## config.mk

```make
export PLATFORM = sky130hd
export DESIGN_NAME = lsu_access_flat
export DESIGN_NICKNAME = d
export VERILOG_FILES = /design/src/rtl/lsu_access_pkg.sv /design/src/rtl/lsu_access_if.sv /design/src/rtl/lsu_access_align.sv /design/src/rtl/lsu_access.sv /design/src/flat_wrapper.sv
export SDC_FILE = /design/constraint.sdc
export NUM_CORES = 1
export LEC_CHECK = 0
export CORE_MARGIN = 10
export CORE_UTILIZATION = 30
export DETAILED_ROUTE_END_ITERATION = 6
export GPL_TIMING_DRIVEN = 1
export PLACE_DENSITY = 0.61
export SLEW_MARGIN = 20
export SYNTH_ARGS = -nofsm -noshare
export SYNTH_HDL_FRONTEND = slang
export SYNTH_HIERARCHICAL = 1
export SYNTH_SLANG_ARGS = --single-unit
```

## constraint.sdc

```tcl
create_clock -name clk -period 7.68 [get_ports clk]
set_clock_uncertainty 0.2 [all_clocks]
set_input_delay 1.92 -clock clk [delete_from_list [all_inputs] [get_ports clk]]
set_output_delay 1.92 -clock clk [all_outputs]
set_load 0.01 [all_outputs]
```

## src/rtl/lsu_access_pkg.sv

```systemverilog
// Shared constants and types for the load/store unit.
// Latency: none (declarations only).
// Backpressure: none (declarations only).
package lsu_access_pkg;

    localparam int XLEN       = 32;
    localparam int STRB_WIDTH = XLEN / 8;

    // Access size codes; the reserved code is handled as a byte access.
    localparam logic [1:0] LS_BYTE = 2'b00;
    localparam logic [1:0] LS_HALF = 2'b01;
    localparam logic [1:0] LS_WORD = 2'b10;
    localparam logic [1:0] LS_RSVD = 2'b11;

    localparam logic [1:0] ST_IDLE = 2'b00;
    localparam logic [1:0] ST_REQ  = 2'b01;
    localparam logic [1:0] ST_WAIT = 2'b10;
    localparam logic [1:0] ST_DONE = 2'b11;

    typedef struct packed {
        logic            we;
        logic            uns;
        logic [1:0]      size;
        logic [XLEN-1:0] addr;
    } acc_t;

endpackage

```

## src/rtl/lsu_access_if.sv

```systemverilog
// Data-memory bus: req/gnt request phase, rvalid response phase.
// Latency: wires only.
// Backpressure: master holds req and payload until gnt.
interface lsu_access_if;
    import lsu_access_pkg::*;

    logic                  req;
    logic                  we;
    logic [XLEN-1:0]       addr;
    logic [XLEN-1:0]       wdata;
    logic [STRB_WIDTH-1:0] wstrb;
    logic                  gnt;
    logic                  rvalid;
    logic [XLEN-1:0]       rdata;
    logic                  err;

    modport master (
        output req, we, addr, wdata, wstrb,
        input  gnt, rvalid, rdata, err
    );

    modport slave (
        input  req, we, addr, wdata, wstrb,
        output gnt, rvalid, rdata, err
    );

endinterface

```

## src/rtl/lsu_access_align.sv

```systemverilog
// Store lane packing with byte strobes, load lane extraction with sign/zero extension.
// Latency: combinational.
// Backpressure: none.
module lsu_access_align
    import lsu_access_pkg::*;
(
    input  logic [1:0]            st_size,
    input  logic [1:0]            st_off,
    input  logic [XLEN-1:0]       st_data,
    output logic [XLEN-1:0]       st_wdata,
    output logic [STRB_WIDTH-1:0] st_wstrb,
    input  logic [1:0]            ld_size,
    input  logic                  ld_uns,
    input  logic [1:0]            ld_off,
    input  logic [XLEN-1:0]       ld_word,
    output logic [XLEN-1:0]       ld_data
);

    logic [7:0]  ld_byte;
    logic [15:0] ld_half;

    always_comb begin
        st_wdata = st_data;
        st_wstrb = 4'hF;
        case (st_size)
            LS_BYTE, LS_RSVD: begin
                st_wdata = {4{st_data[7:0]}};
                st_wstrb = 4'b0001 << st_off;
            end
            LS_HALF: begin
                st_wdata = {2{st_data[15:0]}};
                st_wstrb = 4'b0011 << {st_off[1], 1'b0};
            end
            LS_WORD: begin
                st_wdata = st_data;
                st_wstrb = 4'hF;
            end
        endcase
    end

    always_comb begin
        ld_byte = ld_word[7:0];
        case (ld_off)
            2'd0: ld_byte = ld_word[7:0];
            2'd1: ld_byte = ld_word[15:8];
            2'd2: ld_byte = ld_word[23:16];
            2'd3: ld_byte = ld_word[31:24];
        endcase
        ld_half = ld_off[1] ? ld_word[31:16] : ld_word[15:0];
    end

    always_comb begin
        ld_data = ld_word;
        case (ld_size)
            LS_BYTE, LS_RSVD: ld_data = {{24{~ld_uns & ld_byte[7]}}, ld_byte};
            LS_HALF:          ld_data = {{16{~ld_uns & ld_half[15]}}, ld_half};
            LS_WORD:          ld_data = ld_word;
        endcase
    end

endmodule

```

## src/rtl/lsu_access.sv

```systemverilog
// Load/store unit: one data-memory access per accepted request, load result to writeback.
// Latency: zero-wait bus gives req at T+1, wb pulse at T+3, ready again at T+4.
// Backpressure: lsu_ready low from accept until the cycle after DONE; bus req held until gnt.
module lsu_access
    import lsu_access_pkg::*;
#(
    parameter int DATA_WIDTH = 32,
    parameter int RD_WIDTH   = 5
) (
    input  logic                  clk,
    input  logic                  rst_n,
    input  logic                  lsu_valid,
    output logic                  lsu_ready,
    input  logic                  de_alu_l_flag,
    input  logic                  de_alu_s_flag,
    input  logic [1:0]            de_alu_ls_size,
    input  logic                  de_lsu_unsigned,
    input  logic [RD_WIDTH-1:0]   de_lsu_rd,
    input  logic [DATA_WIDTH-1:0] alu_lsu_addr,
    input  logic [DATA_WIDTH-1:0] reg2_data,
    input  logic                  alu_int_l_misa,
    input  logic                  alu_int_s_misa,
    input  logic                  lsu_flush,
    lsu_access_if.master          mem,
    output logic                  lsu_wb_valid,
    output logic [RD_WIDTH-1:0]   lsu_wb_rd,
    output logic [DATA_WIDTH-1:0] lsu_wb_data,
    output logic                  lsu_int_fault,
    output logic [DATA_WIDTH-1:0] lsu_int_fault_addr
);

    logic [1:0]            state;
    acc_t                  acc_q;
    logic [RD_WIDTH-1:0]   rd_q;
    logic                  kill_q;

    logic                  accept;
    logic                  issued;
    logic                  resp_vld;
    logic                  kill_nxt;
    logic [XLEN-1:0]       st_wdata;
    logic [STRB_WIDTH-1:0] st_wstrb;
    logic [XLEN-1:0]       ld_data;

    assign lsu_ready = (state == ST_IDLE);
    assign accept    = lsu_ready & lsu_valid & (de_alu_l_flag | de_alu_s_flag)
                       & ~alu_int_l_misa & ~alu_int_s_misa;

    // Once granted the access is on the bus; a flush can only suppress its result.
    assign issued    = (state == ST_WAIT) | ((state == ST_REQ) & mem.gnt);
    assign resp_vld  = issued & mem.rvalid;
    assign kill_nxt  = kill_q | (issued & lsu_flush);

    lsu_access_align u_align (
        .st_size  (de_alu_ls_size),
        .st_off   (alu_lsu_addr[1:0]),
        .st_data  (reg2_data),
        .st_wdata (st_wdata),
        .st_wstrb (st_wstrb),
        .ld_size  (acc_q.size),
        .ld_uns   (acc_q.uns),
        .ld_off   (acc_q.addr[1:0]),
        .ld_word  (mem.rdata),
        .ld_data  (ld_data)
    );

    always_ff @(posedge clk or negedge rst_n) begin
        if (!rst_n) begin
            state              <= ST_IDLE;
            acc_q              <= '0;
            rd_q               <= '0;
            kill_q             <= 1'b0;
            mem.req            <= 1'b0;
            mem.we             <= 1'b0;
            mem.addr           <= '0;
            mem.wdata          <= '0;
            mem.wstrb          <= '0;
            lsu_wb_valid       <= 1'b0;
            lsu_wb_rd          <= '0;
            lsu_wb_data        <= '0;
            lsu_int_fault      <= 1'b0;
            lsu_int_fault_addr <= '0;
        end else begin
            lsu_wb_valid  <= 1'b0;
            lsu_int_fault <= 1'b0;

            case (state)
                ST_IDLE: begin
                    if (accept) begin
                        acc_q.we   <= de_alu_s_flag;
                        acc_q.uns  <= de_lsu_unsigned;
                        acc_q.size <= de_alu_ls_size;
                        acc_q.addr <= alu_lsu_addr;
                        rd_q       <= de_lsu_rd;
                        kill_q     <= 1'b0;
                        mem.req    <= 1'b1;
                        mem.we     <= de_alu_s_flag;
                        mem.addr   <= {alu_lsu_addr[XLEN-1:2], 2'b00};
                        mem.wdata  <= st_wdata;
                        mem.wstrb  <= de_alu_s_flag ? st_wstrb : '0;
                        state      <= ST_REQ;
                    end
                end
                ST_REQ: begin
                    if (mem.gnt) begin
                        mem.req <= 1'b0;
                        kill_q  <= kill_nxt;
                        state   <= mem.rvalid ? ST_DONE : ST_WAIT;
                    end else if (lsu_flush) begin
                        mem.req <= 1'b0;
                        state   <= ST_IDLE;
                    end
                end
                ST_WAIT: begin
                    kill_q <= kill_nxt;
                    if (mem.rvalid) begin
                        state <= ST_DONE;
                    end
                end
                ST_DONE: begin
                    kill_q <= 1'b0;
                    state  <= ST_IDLE;
                end
            endcase

            // Result pulses are registered on entry to DONE so they show during DONE.
            if (resp_vld) begin
                if (~acc_q.we & ~mem.err & ~kill_nxt) begin
                    lsu_wb_valid <= 1'b1;
                    lsu_wb_rd    <= rd_q;
                    lsu_wb_data  <= ld_data;
                end
                if (mem.err & ~kill_nxt) begin
                    lsu_int_fault      <= 1'b1;
                    lsu_int_fault_addr <= acc_q.addr;
                end
            end
        end
    end

endmodule

```

## src/flat_wrapper.sv

```systemverilog
// flat-port wrapper written by rule: the top's interface ports become plain ports
module lsu_access_flat import lsu_access_pkg::*;
#(
    parameter int DATA_WIDTH = 32,
    parameter int RD_WIDTH   = 5
)
  (clk, rst_n, lsu_valid, lsu_ready, de_alu_l_flag, de_alu_s_flag, de_alu_ls_size, de_lsu_unsigned, de_lsu_rd, alu_lsu_addr, reg2_data, alu_int_l_misa, alu_int_s_misa, lsu_flush, lsu_wb_valid, lsu_wb_rd, lsu_wb_data, lsu_int_fault, lsu_int_fault_addr, mem_req, mem_we, mem_addr, mem_wdata, mem_wstrb, mem_gnt, mem_rvalid, mem_rdata, mem_err);
  lsu_access_if mem_i ();
  input  logic clk;
  input  logic rst_n;
  input  logic lsu_valid;
  output logic lsu_ready;
  input  logic de_alu_l_flag;
  input  logic de_alu_s_flag;
  input  logic [1:0] de_alu_ls_size;
  input  logic de_lsu_unsigned;
  input  logic [RD_WIDTH-1:0] de_lsu_rd;
  input  logic [DATA_WIDTH-1:0] alu_lsu_addr;
  input  logic [DATA_WIDTH-1:0] reg2_data;
  input  logic alu_int_l_misa;
  input  logic alu_int_s_misa;
  input  logic lsu_flush;
  output logic lsu_wb_valid;
  output logic [RD_WIDTH-1:0] lsu_wb_rd;
  output logic [DATA_WIDTH-1:0] lsu_wb_data;
  output logic lsu_int_fault;
  output logic [DATA_WIDTH-1:0] lsu_int_fault_addr;
  output wire logic [$bits(mem_i.req)-1:0] mem_req;
  output wire logic [$bits(mem_i.we)-1:0] mem_we;
  output wire logic [$bits(mem_i.addr)-1:0] mem_addr;
  output wire logic [$bits(mem_i.wdata)-1:0] mem_wdata;
  output wire logic [$bits(mem_i.wstrb)-1:0] mem_wstrb;
  input wire logic [$bits(mem_i.gnt)-1:0] mem_gnt;
  input wire logic [$bits(mem_i.rvalid)-1:0] mem_rvalid;
  input wire logic [$bits(mem_i.rdata)-1:0] mem_rdata;
  input wire logic [$bits(mem_i.err)-1:0] mem_err;
  assign mem_req = mem_i.req;
  assign mem_we = mem_i.we;
  assign mem_addr = mem_i.addr;
  assign mem_wdata = mem_i.wdata;
  assign mem_wstrb = mem_i.wstrb;
  assign mem_i.gnt = mem_gnt;
  assign mem_i.rvalid = mem_rvalid;
  assign mem_i.rdata = mem_rdata;
  assign mem_i.err = mem_err;
  lsu_access #(.DATA_WIDTH(DATA_WIDTH), .RD_WIDTH(RD_WIDTH)) u_core (.clk(clk), .rst_n(rst_n), .lsu_valid(lsu_valid), .lsu_ready(lsu_ready), .de_alu_l_flag(de_alu_l_flag), .de_alu_s_flag(de_alu_s_flag), .de_alu_ls_size(de_alu_ls_size), .de_lsu_unsigned(de_lsu_unsigned), .de_lsu_rd(de_lsu_rd), .alu_lsu_addr(alu_lsu_addr), .reg2_data(reg2_data), .alu_int_l_misa(alu_int_l_misa), .alu_int_s_misa(alu_int_s_misa), .lsu_flush(lsu_flush), .mem(mem_i), .lsu_wb_valid(lsu_wb_valid), .lsu_wb_rd(lsu_wb_rd), .lsu_wb_data(lsu_wb_data), .lsu_int_fault(lsu_int_fault), .lsu_int_fault_addr(lsu_int_fault_addr));
endmodule
```

## Yosys cells after proc, flatten, opt, wreduce, memory -nomap -nowiden

Index checks and enable logic that the tools add are counted.

| word-level totals | value |
|---|---|
| word-level logic and storage cells | 91 |
| register bits after elaboration | 182 |
| output and inout port bits | 142 |
| input port bits | 115 |

| operators by class | value |
|---|---|
| eq/ne operators | 16 |
| muxes and demuxes | 23 |
| shift-type cells | 2 |
| reductions and logical operators | 13 |
| bitwise gates (word level) | 21 |

Operators by type and width:

| cell | count |
|---|---|
| 32-bit one-hot mux with 3 select lines | 2 |
| 8-bit one-hot mux with 4 select lines | 1 |
| 2-bit equality test, second input constant | 8 |
| 16-bit 2-to-1 mux | 1 |
| 1-bit AND | 12 |
| 4-bit one-hot mux with 3 select lines | 1 |
| 1-bit 2-to-1 mux | 10 |
| 2-bit by 1-bit equality test with 1-bit output, second input constant | 4 |
| 2-bit zero test | 4 |
| 2-bit 2-to-1 mux | 4 |
| 2-bit one-hot mux with 4 select lines | 1 |
| 2-bit AND reduction | 4 |
| 2-bit inequality test, second input constant | 3 |
| 1-bit NOT | 6 |
| 3-bit AND reduction | 2 |
| 4-bit 2-to-1 mux | 1 |
| 1-bit one-hot mux with 4 select lines | 1 |
| 2-bit OR reduction | 2 |
| 1-bit by 2-bit << shifter with 4-bit output, first input constant | 1 |
| 2-bit by 2-bit << shifter with 4-bit output, first input constant | 1 |
| 3-bit inequality test, second input constant | 1 |
| 1-bit OR | 3 |
| 1-bit one-hot mux with 2 select lines | 1 |
| 2-bit nonzero test | 1 |

## Longest topological paths before layout

| depth | value |
|---|---|
| depth in word-level cells | 9 |
| mapped depth | 9 |
| mapped depth without buffers | 7 |

## Cells and area by module

The synthesis kept the hierarchy.

By module, submodules not included:

| module | area an instance (um^2) | sequential area each (um^2) | times used | cells an instance |
|---|---|---|---|---|
| lsu_access | 6118.4 | 3803.6 | 1 | 393 |
| lsu_access_align | 1446.4 | 0.0 | 1 | 193 |

## Worst setup path after synthesis

OpenSTA, ideal clock, no wires.

| timing | value |
|---|---|
| kind | in2reg |
| start | input port mem_gnt |
| end | register u_core.lsu_wb_data[18] |
| data arrival time | 3360 ps |
| stages | 6 |
| required time | 7355 ps |
| buffers on the path | 2 |
| slack | 3995 ps |
| setup time | 125 ps |
| cells stage by stage | a21oi_1 or4b_1 or3_1 buf_6 buf_6 mux2_4 |

| between the ends | value |
|---|---|
| cells in the longest elaborated chain, start to end | 7 |
| elaborated cells on any way between the ends | 8 |
| classes of those cells | 7 x bitwise; 1 x reduce/logical |

Ends and longest elaborated chain:

| what | RTL line | source |
|---|---|---|
| from (decl) | flat_wrapper.sv:33 | `input wire logic [$bits(mem_i.gnt)-1:0] mem_gnt;` |
| 1-bit AND (*) | lsu_access.sv:50 | `assign issued = (state == ST_WAIT) \| ((state == ST_REQ) & mem.gnt);` |
| 1-bit OR (*) | lsu_access.sv:50 |  |
| 1-bit AND | lsu_access.sv:52 | `assign kill_nxt = kill_q \| (issued & lsu_flush);` |
| 1-bit OR | lsu_access.sv:52 |  |
| 1-bit NOT | lsu_access.sv:128 | `if (~acc_q.we & ~mem.err & ~kill_nxt) begin` |
| 1-bit AND | lsu_access.sv:128 |  |
| 2-bit AND reduction (no source line) (*) | - |  |
| to (signal assigned) | lsu_access.sv:131 | `lsu_wb_data <= ld_data;` |
| to (decl) | lsu_access.sv:27 | `output logic [DATA_WIDTH-1:0] lsu_wb_data,` |

Mark *: on every way between the ends. The rest lies on a longest branch, timed or not.
A chain may end at the register's enable or synchronous reset.

## Worst setup path after layout

| timing | value |
|---|---|
| start | input port mem_gnt |
| end | register u_core.lsu_wb_data[24] |

The elaborated chain is that of the path after synthesis.

==> results.yml <==
setup_path:
  critical_path_depth: 5
  timing.critical_path.arrival_ps: 4390
  critPathTopFamily: "simple AND/OR/NAND/NOR gates"
  required_ps: 7780
  crit_chain: "clkdlybuf4s50_1 > a21oi_1 > or4b_1 > or3_2 > mux2_4"
  worst_setup_end_kind: "flip-flop"
  regToRegSetupSlack_ps: 4700
  timing.reg2reg.worst_path_depth: 6
  path_class: "in -> reg"
  cp.buffers_inverters: 1
  cp_max_fo: 38
  cpPeakStageDelay_ps: 880
  rr_endpoint: "u_core/lsu_wb_data[24]$_DFFE_PN0P_"
  worst_path_max_delay_cell: "sky130_fd_sc_hd__or3_2"
  setup.worst_path.start_class: "input port"
clock_network:
  clk_root_buffer_cell: "sky130_fd_sc_hd__clkbuf_16"
  clk_latency_ps: 420
  cts.repair.resized: 0
  cts_tree: "built"
  cts-htree-levels: 4
  post-cts-setup-buffer-count: 0
  cts.path.max_buffers: 2
  cts_hold_buffers_added: 0
  cts_inserted_buffers: 17
  worst_setup_hold_path_clk_slew_ps: 60
  clock-sinks: 152
sta:
  final.period_utilization_pct: 55.9
  slew_viol_final: 0
  setup_viol: 0
  timing.slew.headroom_pct: 27.5
  max_freq_mhz: 233
  timing.final.hold_violations: 0
  rsz0062_at_grt: "no"
  max_slew.worst_pin.slew_ps: 1090
  post-route-min-period_ps: 4300
  fin_setup_tns_ps: 0
die:
  floorplan.die.height_um: 179
  placeableCoreArea_um2: 25000
  die_x_um: 179
  dieArea_um2: 32000
  starting_utilization_of_the_core_area_pct: 30.3
  io_pins: 257
  rows: 58
yosys:
  postSynthCellCount: 586
  ys_dominant_reg_cell: "sky130_fd_sc_hd__dfrtp_1"
  post_synth_num_cell_types: 42
  synthesis.area_um2: 7560
  synth_enable_flop_cells: 0
  synth.yosys.seq_area_share_pct: 50.3
  synthArstFlopShare_pct: 100
  synth_seq_cells: 152
  ys.warnings.count: 6
  average_footprint_of_a_synthesized_cell_um2: 12.9
drt:
  route.detailed.vias_per_inst: 4.66
  totalWireLength_um: 22000
  postRouteAntennaNets: 0
  drc_markers: 0
  drt-wirelength-per-cell_um: 19.6
  drt-initial-drc-count: 279
  dr_total_vias: 5237
  drtPass1Iterations: 4
global_route:
  gr-total-overflow: 0
  grt_pass1_vias: 5494
  grt_antenna_before_repair: 0
  grt_max_degree: 93
  track_usage_pct: 13.5
  wire_length_of_the_first_global_routing_pass_um: 33200
placement:
  place_congestion: 0.822
  dp_hpwl_um: 16100
  io_buffer_count: 254
  detailed_place.area_um2: 10000
min_path:
  holdCritPathClass: "reg -> reg"
  worst_hold_startpoint: "u_core/mem.wstrb[0]$_DFFE_PN0P_"
  hold_depth: 2
  end_point_of_the_worst_hold_path: "u_core/mem.wstrb[0]$_DFFE_PN0P_"
power:
  power.density_cell_area_nw_per_um2: 399
  power_switching_share_pct: 34.5
  vdd_ir_drop_max_v: 0.000164
  seq_power_share_pct: 33.1
  power.combinational.fraction_pct: 47.6
  p_sw_w: 0.00146
  static-leakage-power_nw: 4.58
  intPower_w: 0.00276
  clock_power_share_pct: 19.3
cells_and_area:
  antennaDiodeCount: 0
  layout_fillers: 2398
  area_delta_synth_final_pct: 39.6
  final_nets: 904
  post_route_cells_drive_above_1_share_pct: 26.0
  post-route-cell-area_um2: 10600
outcome:
  run_status: "complete, no violations"
job:
  maxCapViolCount: 0
[per-layer routing]
| metal | wire length (um) | GRT usage [%] |
|---|---|---|
| met3 | 2200 | 5.98 |
| met4 | 163 | 2.93 |
| met2 | 10600 | 21.6 |
| met1 | 9040 | 16.3 |
| met5 | 0 | 0 |
[cell type report]
cell class	instances	area [um2]	share of cell area, %
clock buffer	18	429	4.06
multi-input combinational	341	3160	29.9
timing repair buffer	258	2570	24.4
inverter	12	45.0	0.426
clock inverter	14	136	1.29
sequential	152	3800	36.0
tap	330	413	3.91
[registers in the layout, indices dropped and copies added (netlist names), named ones only]
register                   flops
u_core/lsu_wb_data            32
u_core/lsu_int_fault_addr     32
u_core/lsu_int_fault           1
u_core/mem.req                 1
u_core/acc_q                  36
u_core/mem.wstrb               4
u_core/lsu_wb_valid            1
u_core/state                   1
u_core/rd_q                    5
u_core/lsu_wb_rd               5
u_core/kill_q                  1
u_core/mem.wdata              32
[metrics by stage]
| step | hold slack, ps | setup WS (ps) | std cells | power, W | utilization (%) |
|---|---|---|---|---|---|
| 2_1_floorplan | 266 | 4000 | 587 | 0.00256 | - |
| 3_3_place_gp | 270 | 2960 | 1093 | 0.00343 | 40.1 |
| 3_5_place_dp | 279 | 2950 | 1093 | 0.00345 | 40.1 |
| 4_1_cts | 298 | 3400 | 1125 | 0.00429 | 42.3 |
| 5_1_grt | 316 | 3290 | 1125 | 0.00450 | 42.3 |
| 6_report | 294 | 3380 | 1125 | 0.00422 | 42.3 |
[cell usage in the layout, fill, tap and decap left out, types with 2 or more instances in the layout]
cell	synthesis	layout
sky130_fd_sc_hd__clkdlybuf4s50_1	0	253
sky130_fd_sc_hd__dfrtp_1	152	152
sky130_fd_sc_hd__mux2_2	132	132
sky130_fd_sc_hd__mux2_4	26	26
sky130_fd_sc_hd__a22oi_1	25	25
sky130_fd_sc_hd__o21ai_0	24	24
sky130_fd_sc_hd__nand2_1	19	19
sky130_fd_sc_hd__clkbuf_16	0	17
sky130_fd_sc_hd__a21oi_1	17	17
sky130_fd_sc_hd__a22o_1	16	16
sky130_fd_sc_hd__o21ai_1	13	13
sky130_fd_sc_hd__inv_1	12	12
sky130_fd_sc_hd__a221oi_1	8	8
sky130_fd_sc_hd__nor2_1	7	7
sky130_fd_sc_hd__ha_1	7	7
sky130_fd_sc_hd__mux2i_1	7	7
sky130_fd_sc_hd__nor2b_1	6	6
sky130_fd_sc_hd__a221oi_2	6	6
sky130_fd_sc_hd__inv_6	0	5
sky130_fd_sc_hd__nand2b_1	4	4
sky130_fd_sc_hd__buf_4	42	4
sky130_fd_sc_hd__clkinv_2	0	3
sky130_fd_sc_hd__a31oi_1	3	3
sky130_fd_sc_hd__clkinv_4	0	2
sky130_fd_sc_hd__inv_8	0	2
sky130_fd_sc_hd__or2_2	2	2
sky130_fd_sc_hd__conb_1	1	2
sky130_fd_sc_hd__o22ai_1	2	2
[logic make-up (layout without fill, tap and decap cells)]
logic type / after synthesis / count (layout) / share of synthesized area, %
compound gates: 121 / 121 / 11.4
fa+ha+maj: 7 / 7 / 1.16
buf+inv: 94 / 302 / 8.02
flops: 152 / 152 / 50.3
mux: 166 / 166 / 26.0
other cells: 1 / 2 / 0.0496
simple gates: 45 / 45 / 3.09
[tightest hold or removal path: stages (launching register included)]
cell and delay, ps:
sky130_fd_sc_hd__dfrtp_1 350, sky130_fd_sc_hd__nand2_1 50, sky130_fd_sc_hd__o21ai_0 60
[power by group through the flow]
| stage | Clock (W) | Sequential, W | Combinational, W |
|---|---|---|---|
| global placement | 0 | 0.00140 | 0.00203 |
| CTS | 0.000849 | 0.00140 | 0.00204 |
| global route | 0.000884 | 0.00145 | 0.00216 |
| detailed placement | 0 | 0.00141 | 0.00204 |
| floorplan | 0 | 0.00147 | 0.00109 |
| finish | 0.000816 | 0.00140 | 0.00201 |
[Yosys cell counts (8+ instances only)]
cell type | number | share of area (%)
sky130_fd_sc_hd__a221oi_1 | 8 | 0.93
sky130_fd_sc_hd__buf_4 | 42 | 4.2
sky130_fd_sc_hd__buf_6 | 10 | 1.5
sky130_fd_sc_hd__buf_2 | 16 | 1.1
sky130_fd_sc_hd__a21oi_1 | 17 | 1.1
sky130_fd_sc_hd__nand2_1 | 19 | 0.94
sky130_fd_sc_hd__a22o_1 | 16 | 1.9
sky130_fd_sc_hd__o21ai_0 | 24 | 1.6
sky130_fd_sc_hd__dfrtp_1 | 152 | 50
sky130_fd_sc_hd__inv_1 | 12 | 0.60
sky130_fd_sc_hd__o21ai_1 | 13 | 0.86
sky130_fd_sc_hd__mux2_2 | 132 | 20
sky130_fd_sc_hd__clkbuf_1 | 11 | 0.55
sky130_fd_sc_hd__mux2_4 | 26 | 5.2
sky130_fd_sc_hd__a22oi_1 | 25 | 2.5
[worst max path at each step]
stage,startpoint,to
final,mem_gnt,u_core/lsu_wb_data[24]$_DFFE_PN0P_
after global routing,mem_gnt,u_core/lsu_wb_data[24]$_DFFE_PN0P_
after global placement,mem_gnt,u_core/lsu_wb_data[21]$_DFFE_PN0P_
after floorplan,mem_gnt,u_core/lsu_wb_data[18]$_DFFE_PN0P_
after CTS,mem_gnt,u_core/lsu_wb_rd[1]$_DFFE_PN0P_
after detailed placement,mem_gnt,u_core/lsu_wb_data[24]$_DFFE_PN0P_
(Power assumes the default switching activity.)
